`src/rtl/cpu_pkg.sv`:
```
// Shared definitions for the operand SRAM controller: opcode values,
// instruction field positions, FSM state encoding and field extractors.
package cpu_pkg;

    localparam logic [3:0] OP_NOP = 4'h0;

    localparam int OPC_HI = 31;
    localparam int OPC_LO = 28;
    localparam int RD_HI  = 23;
    localparam int RD_LO  = 16;
    localparam int RS1_HI = 15;
    localparam int RS1_LO = 8;
    localparam int RS2_HI = 7;
    localparam int RS2_LO = 0;

    typedef enum logic [2:0] {
        ST_IDLE     = 3'd0,
        ST_RD_REQ   = 3'd1,
        ST_RD_WAIT  = 3'd2,
        ST_ISSUE    = 3'd3,
        ST_WAIT_RES = 3'd4,
        ST_WB       = 3'd5
    } state_t;

    function automatic logic [3:0] instr_opcode(input logic [31:0] i);
        return i[OPC_HI:OPC_LO];
    endfunction

    function automatic logic [7:0] instr_rd(input logic [31:0] i);
        return i[RD_HI:RD_LO];
    endfunction

    function automatic logic [7:0] instr_rs1(input logic [31:0] i);
        return i[RS1_HI:RS1_LO];
    endfunction

    function automatic logic [7:0] instr_rs2(input logic [31:0] i);
        return i[RS2_HI:RS2_LO];
    endfunction

endpackage

```
`src/rtl/sram_timeout_ctr.sv`:
```
// Result-wait watchdog: cleared on load, counts while enabled, saturates,
// and flags expiry when the count sits at TIMEOUT-1.
module sram_timeout_ctr #(
    parameter int TIMEOUT = 255
) (
    input  logic clk,
    input  logic rst,
    input  logic load,
    input  logic en,
    output logic expire
);

    localparam int CW = $clog2(TIMEOUT + 1);
    localparam logic [CW-1:0] LAST = CW'(TIMEOUT - 1);
    localparam logic [CW-1:0] SAT  = CW'(TIMEOUT);

    logic [CW-1:0] count_reg;

    always_ff @(posedge clk) begin
        if (rst) begin
            count_reg <= '0;
        end else if (load) begin
            count_reg <= '0;
        end else if (en && count_reg != SAT) begin
            count_reg <= count_reg + CW'(1);
        end
    end

    assign expire = (count_reg == LAST);

endmodule

```
`src/rtl/sram_operand_ctrl.sv`:
```
// Operand SRAM initiator: dual-reads two sources, hands them to the execute
// unit, waits (with timeout) for the result and writes it back to rd.
module sram_operand_ctrl
    import cpu_pkg::*;
#(
    parameter int ADDR    = 8,
    parameter int WIDTH   = 32,
    parameter int TIMEOUT = 255
) (
    input  logic                clk,
    input  logic                rst,
    input  logic                instr_valid,
    output logic                instr_ready,
    input  logic [31:0]         instr,
    output logic                mem_cs,
    output logic                mem_we,
    output logic [2*ADDR-1:0]   mem_addr,
    output logic [WIDTH-1:0]    mem_wdata,
    input  logic [WIDTH-1:0]    mem_rdata1,
    input  logic [WIDTH-1:0]    mem_rdata2,
    output logic                op_valid,
    input  logic                op_ready,
    output logic [3:0]          op_code,
    output logic [WIDTH-1:0]    op_a,
    output logic [WIDTH-1:0]    op_b,
    input  logic                res_valid,
    input  logic [WIDTH-1:0]    res_data,
    output logic                done,
    output logic                err,
    output logic                busy
);

    state_t          state_reg;
    logic [ADDR-1:0] rd_reg;
    logic            ctr_load;
    logic            ctr_en;
    logic            ctr_expire;
    logic            unused_reserved;

    assign unused_reserved = ^instr[27:24];

    assign ctr_load = (state_reg == ST_ISSUE) && op_valid && op_ready;
    assign ctr_en   = (state_reg == ST_WAIT_RES) && !res_valid;

    sram_timeout_ctr #(
        .TIMEOUT (TIMEOUT)
    ) u_timeout (
        .clk    (clk),
        .rst    (rst),
        .load   (ctr_load),
        .en     (ctr_en),
        .expire (ctr_expire)
    );

    // All outputs are registered: each branch sets the outputs of the state it enters.
    always_ff @(posedge clk) begin
        if (rst) begin
            state_reg   <= ST_IDLE;
            rd_reg      <= '0;
            instr_ready <= 1'b1;
            mem_cs      <= 1'b0;
            mem_we      <= 1'b0;
            mem_addr    <= '0;
            mem_wdata   <= '0;
            op_valid    <= 1'b0;
            op_code     <= '0;
            op_a        <= '0;
            op_b        <= '0;
            done        <= 1'b0;
            err         <= 1'b0;
            busy        <= 1'b0;
        end else begin
            mem_cs    <= 1'b0;
            mem_we    <= 1'b0;
            mem_addr  <= '0;
            mem_wdata <= '0;
            done      <= 1'b0;
            err       <= 1'b0;

            case (state_reg)
                ST_IDLE: begin
                    if (instr_valid) begin
                        rd_reg      <= ADDR'(instr_rd(instr));
                        op_code     <= instr_opcode(instr);
                        instr_ready <= 1'b0;
                        busy        <= 1'b1;
                        if (instr_opcode(instr) == OP_NOP) begin
                            // NOP retires through WB with the memory strobes left low.
                            state_reg <= ST_WB;
                            done      <= 1'b1;
                        end else begin
                            state_reg <= ST_RD_REQ;
                            mem_cs    <= 1'b1;
                            mem_addr  <= {ADDR'(instr_rs1(instr)), ADDR'(instr_rs2(instr))};
                        end
                    end
                end

                ST_RD_REQ: begin
                    state_reg <= ST_RD_WAIT;
                end

                ST_RD_WAIT: begin
                    op_a      <= mem_rdata1;
                    op_b      <= mem_rdata2;
                    op_valid  <= 1'b1;
                    state_reg <= ST_ISSUE;
                end

                ST_ISSUE: begin
                    if (op_ready) begin
                        op_valid  <= 1'b0;
                        state_reg <= ST_WAIT_RES;
                    end
                end

                ST_WAIT_RES: begin
                    if (res_valid) begin
                        state_reg <= ST_WB;
                        mem_cs    <= 1'b1;
                        mem_we    <= 1'b1;
                        mem_addr  <= {{ADDR{1'b0}}, rd_reg};
                        mem_wdata <= res_data;
                        done      <= 1'b1;
                    end else if (ctr_expire) begin
                        err         <= 1'b1;
                        state_reg   <= ST_IDLE;
                        instr_ready <= 1'b1;
                        busy        <= 1'b0;
                    end
                end

                ST_WB: begin
                    state_reg   <= ST_IDLE;
                    instr_ready <= 1'b1;
                    busy        <= 1'b0;
                end

                default: begin
                    state_reg   <= ST_IDLE;
                    instr_ready <= 1'b1;
                    busy        <= 1'b0;
                    op_valid    <= 1'b0;
                end
            endcase
        end
    end

endmodule

```
`config.mk`:
```
export PLATFORM = sky130hd
export DESIGN_NAME = sram_operand_ctrl
export DESIGN_NICKNAME = d
export VERILOG_FILES = /design/src/rtl/cpu_pkg.sv /design/src/rtl/sram_timeout_ctr.sv /design/src/rtl/sram_operand_ctrl.sv
export SDC_FILE = /design/constraint.sdc
export NUM_CORES = 1
export LEC_CHECK = 0
export ABC_AREA = 1
export BUFFER_PORTS_ARGS = -buffer_cell sky130_fd_sc_hd__buf_2
export CORE_ASPECT_RATIO = 0.75
export CORE_MARGIN = 5
export CORE_UTILIZATION = 41
export DETAILED_ROUTE_END_ITERATION = 8
export GPL_ROUTABILITY_DRIVEN = 0
export PLACE_DENSITY = 0.84
export RECOVER_POWER = 50
export SETUP_SLACK_MARGIN = 0.2
export SLEW_MARGIN = 40
export SYNTH_ARGS = -nofsm -noshare
export SYNTH_HDL_FRONTEND = slang
export SYNTH_SLANG_ARGS = --single-unit
```
`constraint.sdc`:
```
create_clock -name clk -period 1.45 [get_ports clk]
set_clock_uncertainty 0.2 [all_clocks]
set_input_delay 0 -clock clk [delete_from_list [all_inputs] [get_ports clk]]
set_output_delay 0 -clock clk [all_outputs]
set_load 0.01 [all_outputs]
```
Word level (Yosys, flattened, before mapping)
Cells that the tools add are included.
{"block": "op_classes", "bitwise_logic": 4, "n_eq_ne": 12, "n_reduce_logical": 17, "shift": 0, "n_mux": 28, "mul": 0, "div": 0, "order_cmp": 0, "n_addsub": 1}
{"cell": "$mux W16", "count": 2}
{"cell": "$pmux W16 S2", "count": 1}
{"cell": "$mux W3", "count": 5}
{"cell": "$pmux W3 S5", "count": 1}
{"cell": "$mux W1", "count": 13}
{"cell": "$pmux W1 S3", "count": 3}
{"cell": "$reduce_or A3 Y1", "count": 3}
{"cell": "$add A8 B1 Y8 const B", "count": 1}
{"cell": "$eq A8 B8 Y1 const B", "count": 1}
{"cell": "$mux W8", "count": 1}
{"cell": "$ne A2 B2 Y1 const B", "count": 4}
{"cell": "$ne A8 B8 Y1 const B", "count": 1}
{"cell": "$eq A3 B2 Y1 const B", "count": 2}
{"cell": "$eq A3 B3 Y1 const B", "count": 2}
{"cell": "$logic_and A1 B1 Y1", "count": 4}
{"cell": "$logic_not A4 Y1", "count": 1}
{"cell": "$not A1 Y1", "count": 4}
{"cell": "$pmux W1 S2", "count": 2}
{"cell": "$reduce_and A2 Y1", "count": 2}
{"cell": "$reduce_and A4 Y1", "count": 1}
{"cell": "$reduce_or A2 Y1", "count": 2}
{"cell": "$reduce_or A4 Y1", "count": 1}
{"cell": "$eq A3 B1 Y1 const B", "count": 1}
{"cell": "$logic_not A3 Y1", "count": 1}
{"cell": "other kinds (3)", "count": 3}
{"block": "word_totals", "ff_bits": 142, "in_bits": 133, "out_inout_bits": 123, "ram_bits": 0, "memories": 0, "romBits": 0, "word_cells": 77, "latchBits": 0}

Longest topological paths before layout
Gate-level depths: netlist (run 1).
{"block": "logic_depth", "depth_word": 4, "mapped_depth": 10, "mapped_depth_nobuf": 10}

By module
Synthesis (run 1) repeated with hierarchy kept, for this count alone.
{"block": "hier_totals", "hier_cells": 627, "area_unflattened_um2": 5092.4}
{"module": "sram_operand_ctrl", "seq_area_each_um2": 2682.6, "n_inst": 1, "area_each_um2": 4634.4, "cells_each": 560}
{"module": "sram_timeout_ctr", "seq_area_each_um2": 160.2, "n_inst": 1, "area_each_um2": 457.9, "cells_each": 67}

Worst setup path after synthesis (run 1)
OpenSTA, ideal clock, no wires.
{"block": "synth_path", "path_type": "register -> register", "startpoint": "register u_timeout.count_reg[1]", "endpoint": "register u_timeout.count_reg[4]", "setup_slack_ns": -0.043, "synth_period_minus_slack_ns": 1.493, "stages_incl_launch_ff": 9, "setup_time_ns": 0.124, "path_buffers": 0, "arrival_ns": 1.169, "required_time_ns": 1.126, "cell_sequence": "dfxtp_1 ha_1 inv_1 nor2_1 nand2_1 nand2_2 inv_4 nand2_1 a21oi_1"}
{"block": "synth_via", "elab_chain_cells": 2, "word_cells_on_any_way": 3, "classes_between": "add/sub (1); eq/ne (1); reduce/logical (1)"}
{"element": "from (decl)", "line_no": "sram_timeout_ctr.sv:17", "text": "logic [CW-1:0] count_reg;"}
{"element": "from (signal assigned)", "line_no": "sram_timeout_ctr.sv:25", "text": "count_reg <= count_reg + CW'(1);"}
{"element": "parallel branches: the longest is 2 deep, another holds $add A8 B1 Y8"}
Parallel ways; which one is timed is not known.
A chain may end at the register's enable or synchronous reset.

Worst setup path in the final report (run 1)
{"block": "layout_path", "startpoint": "register state_reg[1]", "endpoint": "register mem_addr[1]"}
{"block": "layout_via", "elab_chain_cells": 2, "word_cells_on_any_way": 3, "classes_between": "eq/ne (1); mux (1); reduce/logical (1)"}
{"element": "from (decl)", "line_no": "sram_operand_ctrl.sv:33", "text": "state_t state_reg;"}
{"element": "from (signal assigned)", "line_no": "sram_operand_ctrl.sv:58", "text": "state_reg <= ST_IDLE;"}
{"element": "from (signal assigned)", "line_no": "sram_operand_ctrl.sv:89", "text": "state_reg <= ST_WB;"}
{"element": "from (signal assigned)", "line_no": "sram_operand_ctrl.sv:92", "text": "state_reg <= ST_RD_REQ;"}
{"element": "$eq A3 B3 Y1 / $logic_not A3 Y1 (equally long branches)", "line_no": "sram_operand_ctrl.sv:80", "text": "case (state_reg)"}
{"element": "$pmux W16 S2 (*)", "line_no": "sram_operand_ctrl.sv:80"}
{"element": "to (signal assigned)", "line_no": "sram_operand_ctrl.sv:94", "text": "mem_addr <= {ADDR'(instr_rs1(instr)), ADDR'(instr_rs2(instr))};"}
{"element": "to (signal assigned)", "line_no": "sram_operand_ctrl.sv:122", "text": "mem_addr <= {{ADDR{1'b0}}, rd_reg};"}
{"element": "to (decl)", "line_no": "sram_operand_ctrl.sv:17", "text": "output logic [2*ADDR-1:0] mem_addr,"}
Every way passes the cells marked *; elsewhere a longest branch is shown, timed or not.

==> results.sh, run 1 <==
export IMPL_rsz0062_at_grt="yes"
export IMPL_post_route_period_util_pct=105
export IMPL_grt_pass1_vias=6070
export IMPL_combPwrFrac_pct=34.6
export IMPL_stdcell_count=1215
export IMPL_synth_warnings=0
export IMPL_layout_drive_gt1_share_pct=32.9
export IMPL_vias=5883
export IMPL_finalHoldViolCount=0
export IMPL_power_total_mw=15.3
export IMPL_max_freq_mhz=659
export IMPL_startpoint_type="flip-flop"
export IMPL_cap_violations=0
export IMPL_hold_slack_ns=0.156
export IMPL_drt_iter0_markers=292
export IMPL_hpwlAfterDp_mm=10.8
export IMPL_cts_made_buffers=17
export IMPL_slew_headroom_pct=78.0
export IMPL_tightest_slew_ns=0.326
export IMPL_p_int_mw=10.0
export IMPL_critPathKind="reg -> reg"
export IMPL_cts_path_max_buffers=2
export IMPL_seq_area_frac_synth_pct=57.0
export IMPL_totalWireLength_mm=20.8
export IMPL_status="finished, violations left"
export IMPL_antenna_found_initial=0
export IMPL_final_nets=1176
export IMPL_fp_coreArea_sq_mm=0.0117
export IMPL_synth_edff_count=0
export IMPL_num_rows=34
export IMPL_setup_violations=39
export IMPL_netlist_area_sq_mm=0.00499
export IMPL_n_antenna_cell=0
export IMPL_reg_largest_list="mem_wdata x32, op_a x32, op_b x32"
export IMPL_first_pass_iters=5
export IMPL_synthArstFlopShare_pct=0
export IMPL_die_area_sq_mm=0.0145
export IMPL_gr_usage_all_layers_pct=26.2
export IMPL_area_growth_synth_to_final_pct=78.7
export IMPL_p_sw_share_pct=34.8
export IMPL_fillers=780
export IMPL_dp_cells=1042
export IMPL_initial_core_util_pct=42.5
export IMPL_clkPwrFrac_pct=30.1
export IMPL_setup_ws_ns=-0.0669
export IMPL_overflow=0
export IMPL_clock_latency_ns=0.41
export IMPL_synth_cell_type_count=25
export IMPL_cts_tree="done"
export IMPL_cts_clk_slew_worst_paths_ns=0.06
export IMPL_avgSynthCellArea_sq_um=7.87
export IMPL_cts_sinks=142
export IMPL_ys_ff_latch=142
export IMPL_tns_ns=-0.869
export IMPL_required_ns=1.58
export IMPL_cp_arrival_ns=1.65
export IMPL_cp_end_kind="flip-flop"
export IMPL_grt_max_degree=51
export IMPL_synth_flop_cell="dfxtp_1"
export IMPL_peakVddDrop_mv=0.812
export IMPL_fin_crit_ns=1.52
export IMPL_io_buffer_count=251
export IMPL_syn_nets=769
export IMPL_io_pins=256
export IMPL_fp_dieW_microns=137
export IMPL_drv_slew=0
export IMPL_wl_per_cell_microns=17.1
export IMPL_synthCells=634
export IMPL_p_leak_nw=4.05
export IMPL_violations="negative setup slack"
export IMPL_fp_dieH_microns=106
export IMPL_p_per_area_mw_per_mm2=1720
export IMPL_hp_class="in -> reg"
export IMPL_clockRootBuffer="clkbuf_16"
export IMPL_avgViaCountPerCell=4.84
export IMPL_drc=0
export IMPL_net_switching_power_mw=5.34
export IMPL_dp_slack_ns=-0.00813
export IMPL_ant_nets=0
export IMPL_ctsHtreeMaxLevel=4
export IMPL_seq_power_share_pct=35.3
export IMPL_grt_pass1_wl_mm=30.5
export IMPL_crit_fanout=5
[cells in the final DEF, fill, tap and decap left out, types with 2 or more instances in the layout]
| master | n |
|---|---|
| buf_2 | 182 |
| nor2_1 | 156 |
| dfxtp_1 | 136 |
| dlygate4sd3_1 | 128 |
| nand2_1 | 75 |
| clkbuf_1 | 71 |
| o21ai_0 | 51 |
| inv_1 | 46 |
| nor2_2 | 22 |
| clkbuf_16 | 20 |
| a21oi_1 | 17 |
| buf_4 | 17 |
| o21ai_1 | 15 |
| a21oi_2 | 15 |
| nand2_2 | 14 |
| nor2_4 | 10 |
| nand2_4 | 9 |
| buf_6 | 9 |
| inv_2 | 6 |
| buf_12 | 6 |
| nand3_1 | 5 |
| dfxtp_4 | 5 |
| inv_4 | 4 |
| nand3_2 | 4 |
| inv_6 | 4 |
| bufinv_16 | 4 |
| nand3b_1 | 3 |
| clkinv_2 | 2 |
| xor2_1 | 2 |
| ha_4 | 2 |
| clkinvlp_4 | 2 |
| buf_8 | 2 |
[synth_stat cells, types with 2 or more instances]
master    number  area share, %
nor2_1       173             13
clkbuf_1       8           0.60
inv_2          5           0.38
a21oi_1       32            3.2
buf_6          3           0.68
inv_1         52            3.9
buf_2         14            1.4
dfxtp_1      142             57
o21ai_0       66            6.6
buf_4          3           0.45
nand3_2        2           0.40
nand2_2        3           0.38
xor2_1         2           0.35
nor2_2        14            1.8
nand3_1        8           0.80
ha_1           2           0.50
nand3b_1       3           0.45
nand2_1       95            7.1
[metrics by stage]
step	util, %	instance area, sq um
floorplan	-	5040
global placement	56.0	6580
detailed placement	56.0	6580
CTS	73.3	8610
global route	75.9	8910
finish	75.9	8910
[power by group through the flow]
stage / logic [mW] / registers [mW] / clock network (mW)
final: 5.30 / 5.42 / 4.62
after global routing: 5.80 / 5.52 / 4.85
after CTS: 4.62 / 5.31 / 4.64
after detailed placement: 4.19 / 5.38 / 0
after global placement: 4.12 / 5.33 / 0
after floorplan: 2.07 / 5.76 / 0
[cells by family after synthesis]
family                   after synthesis  synth area share (%)
AO/OA/AOI/OAI                         98                  9.83
flip-flops                           142                  57.0
buffers and inverters                 88                  7.70
AND/OR/NAND/NOR                      301                  24.4
XOR/XNOR                               3                 0.527
adder cells (fa/ha/maj)                2                 0.502
[area by class of cell]
cell class | instances | area (sq um) | area share, %
Inverter | 59 | 253 | 2.84
Clock inverter | 12 | 184 | 2.06
Sequential cell | 142 | 2860 | 32.1
Clock buffer | 19 | 433 | 4.86
Timing Repair Buffer | 416 | 2910 | 32.6
Tap cell | 162 | 203 | 2.27
Multi-Input combinational cell | 405 | 2070 | 23.3
[worst paths after layout]
path	start	to	slack, ns	cells past startpoint
max	state_reg[1]$_SDFFE_PP0P_	mem_addr[1]$_SDFF_PP0_	-0.07	8
min	res_data[29]	mem_wdata[29]$_SDFF_PP0_	0.16	4
max reg2reg	state_reg[1]$_SDFFE_PP0P_	mem_addr[1]$_SDFF_PP0_	-0.07	8
min reg2reg	instr_ready$_SDFFE_PP1P_	instr_ready$_SDFFE_PP1P_	0.27	2
[critical path: stages (launching register included)]
cell and delay [ns]:
dfxtp_4 0.37, inv_2 0.07, nand2_4 0.06, nor2_4 0.14, nand2_4 0.08, nor2_4 0.16, buf_6 0.16, nand2_1 0.09
a21oi_1 0.14
[routing by layer]
metal | track usage [%] | wire (microns)
met2 | 43.9 | 9910
met5 | 0 | 0
met1 | 29.8 | 7840
met4 | 10.3 | 653
met3 | 10.6 | 2370
[what timing repair did]
item | 4_1_cts | 5_1_grt
endpoints found under the setup margin | 140 | 141
pin swaps | 5 | 19
setup buffers | 4 | 5
cloned | 1 | 4
hold buffers | 128 | 0
hold endpoints to repair | 142 | 0
gates resized for setup | 25 | 92
No activity file was read; power rests on OpenSTA's default activity.
==> run 2, diff against run 1 <==
--- a/config.mk
+++ b/config.mk
@@ -9,10 +9,10 @@
 export BUFFER_PORTS_ARGS = -buffer_cell sky130_fd_sc_hd__buf_2
 export CORE_ASPECT_RATIO = 0.75
 export CORE_MARGIN = 5
-export CORE_UTILIZATION = 41
+export CORE_UTILIZATION = 48
 export DETAILED_ROUTE_END_ITERATION = 8
 export GPL_ROUTABILITY_DRIVEN = 0
-export PLACE_DENSITY = 0.84
+export PLACE_DENSITY = 0.92
 export RECOVER_POWER = 50
 export SETUP_SLACK_MARGIN = 0.2
 export SLEW_MARGIN = 40
==> constraint.sdc (replaced) <==
create_clock -name clk -period 1.85 [get_ports clk]
set_clock_uncertainty 0.2 [all_clocks]
set_input_delay 0 -clock clk [delete_from_list [all_inputs] [get_ports clk]]
set_output_delay 0 -clock clk [all_outputs]
set_load 0.01 [all_outputs]
==> results.sh, run 2 (synthesis gave the netlist of run 1 again) <==
export IMPL_area_growth_synth_to_final_pct=63.0
export IMPL_die_area_sq_mm=0.0125
export IMPL_layout_drive_gt1_share_pct=19.5
export IMPL_cp_end_kind="flip-flop"
export IMPL_io_pins=256
export IMPL_cts_tree="done"
export IMPL_avgViaCountPerCell=5.07
export IMPL_critical_path_max_stage_delay_ns=0.42
export IMPL_required_ns=1.93
export IMPL_rsz0062_at_grt="yes"
export IMPL_num_rows=32
export IMPL_cts_made_buffers=17
export IMPL_r2r_end="op_a[2]$_SDFFE_PP0P_"
export IMPL_slew_headroom_pct=68.6
export IMPL_overflow=0
export IMPL_dp_cells=997
export IMPL_vias=5882
export IMPL_ant_nets=0
export IMPL_drc=0
export IMPL_cts_clk_slew_worst_paths_ns=0.06
export IMPL_m1WireLength_mm=7.22
export IMPL_worstPathBufferInverterCount=3
export IMPL_antenna_found_initial=0
export IMPL_reg_largest_list="mem_wdata x32, op_a x32, op_b x32"
export IMPL_design_area_sq_mm=0.00813
export IMPL_stdcell_count=1160
export IMPL_cp_arrival_ns=1.76
export IMPL_startpoint="state_reg[2]$_SDFFE_PP0P_"
export IMPL_p_leak_nw=3.58
export IMPL_grt_max_degree=66
export IMPL_ctsHtreeMaxLevel=4
export IMPL_reg2reg_from="state_reg[2]$_SDFFE_PP0P_"
export IMPL_gr_usage_all_layers_pct=31.7
export IMPL_fin_crit_ns=1.68
export IMPL_max_freq_mhz=596
export IMPL_critPathTopFamily="simple AND/OR/NAND/NOR gates"
export IMPL_crit_path_frequent_cell="nor2_1"
export IMPL_met2WireLength_mm=9.73
export IMPL_post_route_period_util_pct=90.6
export IMPL_fillers=662
export IMPL_fp_dieH_microns=98.3
export IMPL_cp_depth=6
export IMPL_fp_dieW_microns=128
export IMPL_wl_per_cell_microns=17.7
export IMPL_status="completed"
export IMPL_first_pass_iters=6
export IMPL_hpwlAfterDp_mm=10.5
export IMPL_grt_pass1_vias=5963
export IMPL_final_common_cell="nor2_1"
export IMPL_peakVddDrop_mv=1.01
export IMPL_tns_ns=0
export IMPL_fp_coreArea_sq_mm=0.0102
export IMPL_totalWireLength_mm=20.5
export IMPL_final_nets=1146
export IMPL_p_per_area_mw_per_mm2=1380
export IMPL_hp_class="in -> reg"
export IMPL_drt_iter0_markers=607
export IMPL_finalHoldViolCount=0
export IMPL_endpoint="op_a[2]$_SDFFE_PP0P_"
export IMPL_power_total_mw=11.2
export IMPL_reg2reg_slack_ns=0.17
export IMPL_io_buffer_count=251
export IMPL_startpoint_type="flip-flop"
export IMPL_cts_path_max_buffers=2
export IMPL_top_layer_used="met4"
export IMPL_layout_common_cells="nor2_1, dfxtp_1, dlygate4sd3_1, buf_2, clkbuf_1"
export IMPL_drv_slew=0
export IMPL_tightest_slew_ns=0.468
export IMPL_path_cells="inv_2 > nand3_1 > inv_1 > buf_12 > nor2_1 > nor2_1"
export IMPL_cap_violations=0
export IMPL_initial_core_util_pct=48.8
export IMPL_n_antenna_cell=0
export IMPL_rr_worst_depth=6
export IMPL_crit_fanout=64
export IMPL_dr_wl_met3_mm=2.50
export IMPL_clock_latency_ns=0.40
export IMPL_utilization_pct=79.6
export IMPL_clockRootBuffer="clkbuf_16"
export IMPL_setup_violations=0
export IMPL_place_area_sq_mm=0.00632
export IMPL_cts_sinks=142
export IMPL_grt_pass1_wl_mm=31.2
export IMPL_critical_path_slowest_cell="dfxtp_2"
export IMPL_critPathKind="reg -> reg"
==> run 2: worst min path at each step <==
stage                             from                  endpoint  slack (ns)  cells after the start
after global placement    res_data[31]  mem_wdata[31]$_SDFF_PP0_        0.01                      3
after floorplan              res_valid            err$_SDFF_PP0_       -0.12                      1
after global routing      res_data[28]  mem_wdata[28]$_SDFF_PP0_        0.16                      4
after detailed placement   res_data[9]   mem_wdata[9]$_SDFF_PP0_        0.02                      3
after CTS                 res_data[23]  mem_wdata[23]$_SDFF_PP0_        0.13                      4
final                     res_data[23]  mem_wdata[23]$_SDFF_PP0_        0.15                      4
==> run 2: worst reg2reg max path: stages (launching register included) <==
cell and delay, ns:
dfxtp_2 0.42, inv_2 0.09, nand3_1 0.14, inv_1 0.10, buf_12 0.20, nor2_1 0.30
nor2_1 0.10
==> run 2: per-layer routing <==
layer  vias up  track usage (%)
li1       2716                -
met5         -                0
met4         0             16.6
met3        97             12.0
met2       418             53.7
met1      2651             34.7
==> run 2: cell type report <==
cell class	count	area [sq um]	area share, %
tap	136	170	2.09
clock buffer	19	453	5.57
multi-input combinational	404	1790	22.0
sequential	142	2850	35.0
clock inverter	13	155	1.91
inverter	59	226	2.79
timing repair buffer	387	2490	30.7
==> run 2: metrics by stage <==
stage               hold slack (ns)  setup slack [ns]
finish                        0.152             0.173
global route                  0.162             0.135
CTS                           0.130             0.159
detailed placement           0.0185             0.122
global placement             0.0121             0.209
floorplan                    -0.121             0.357
==> run 2: power breakdown <==
| part | switching [mW] | total [mW] | leakage [nW] | internal [mW] |
|---|---|---|---|---|
| clock | 1.38 | 3.47 | 0.289 | 2.09 |
| sequential | 0.467 | 4.25 | 1.16 | 3.79 |
| combinational | 2.24 | 3.48 | 2.13 | 1.24 |
==> run 2: repair_timing <==
action,in CTS,in global routing
pin swaps,1,2
setup endpoints to repair,37,110
resized for setup,5,11
hold endpoints to repair,142,0
hold buffers,128,0
buffers inserted,2,1
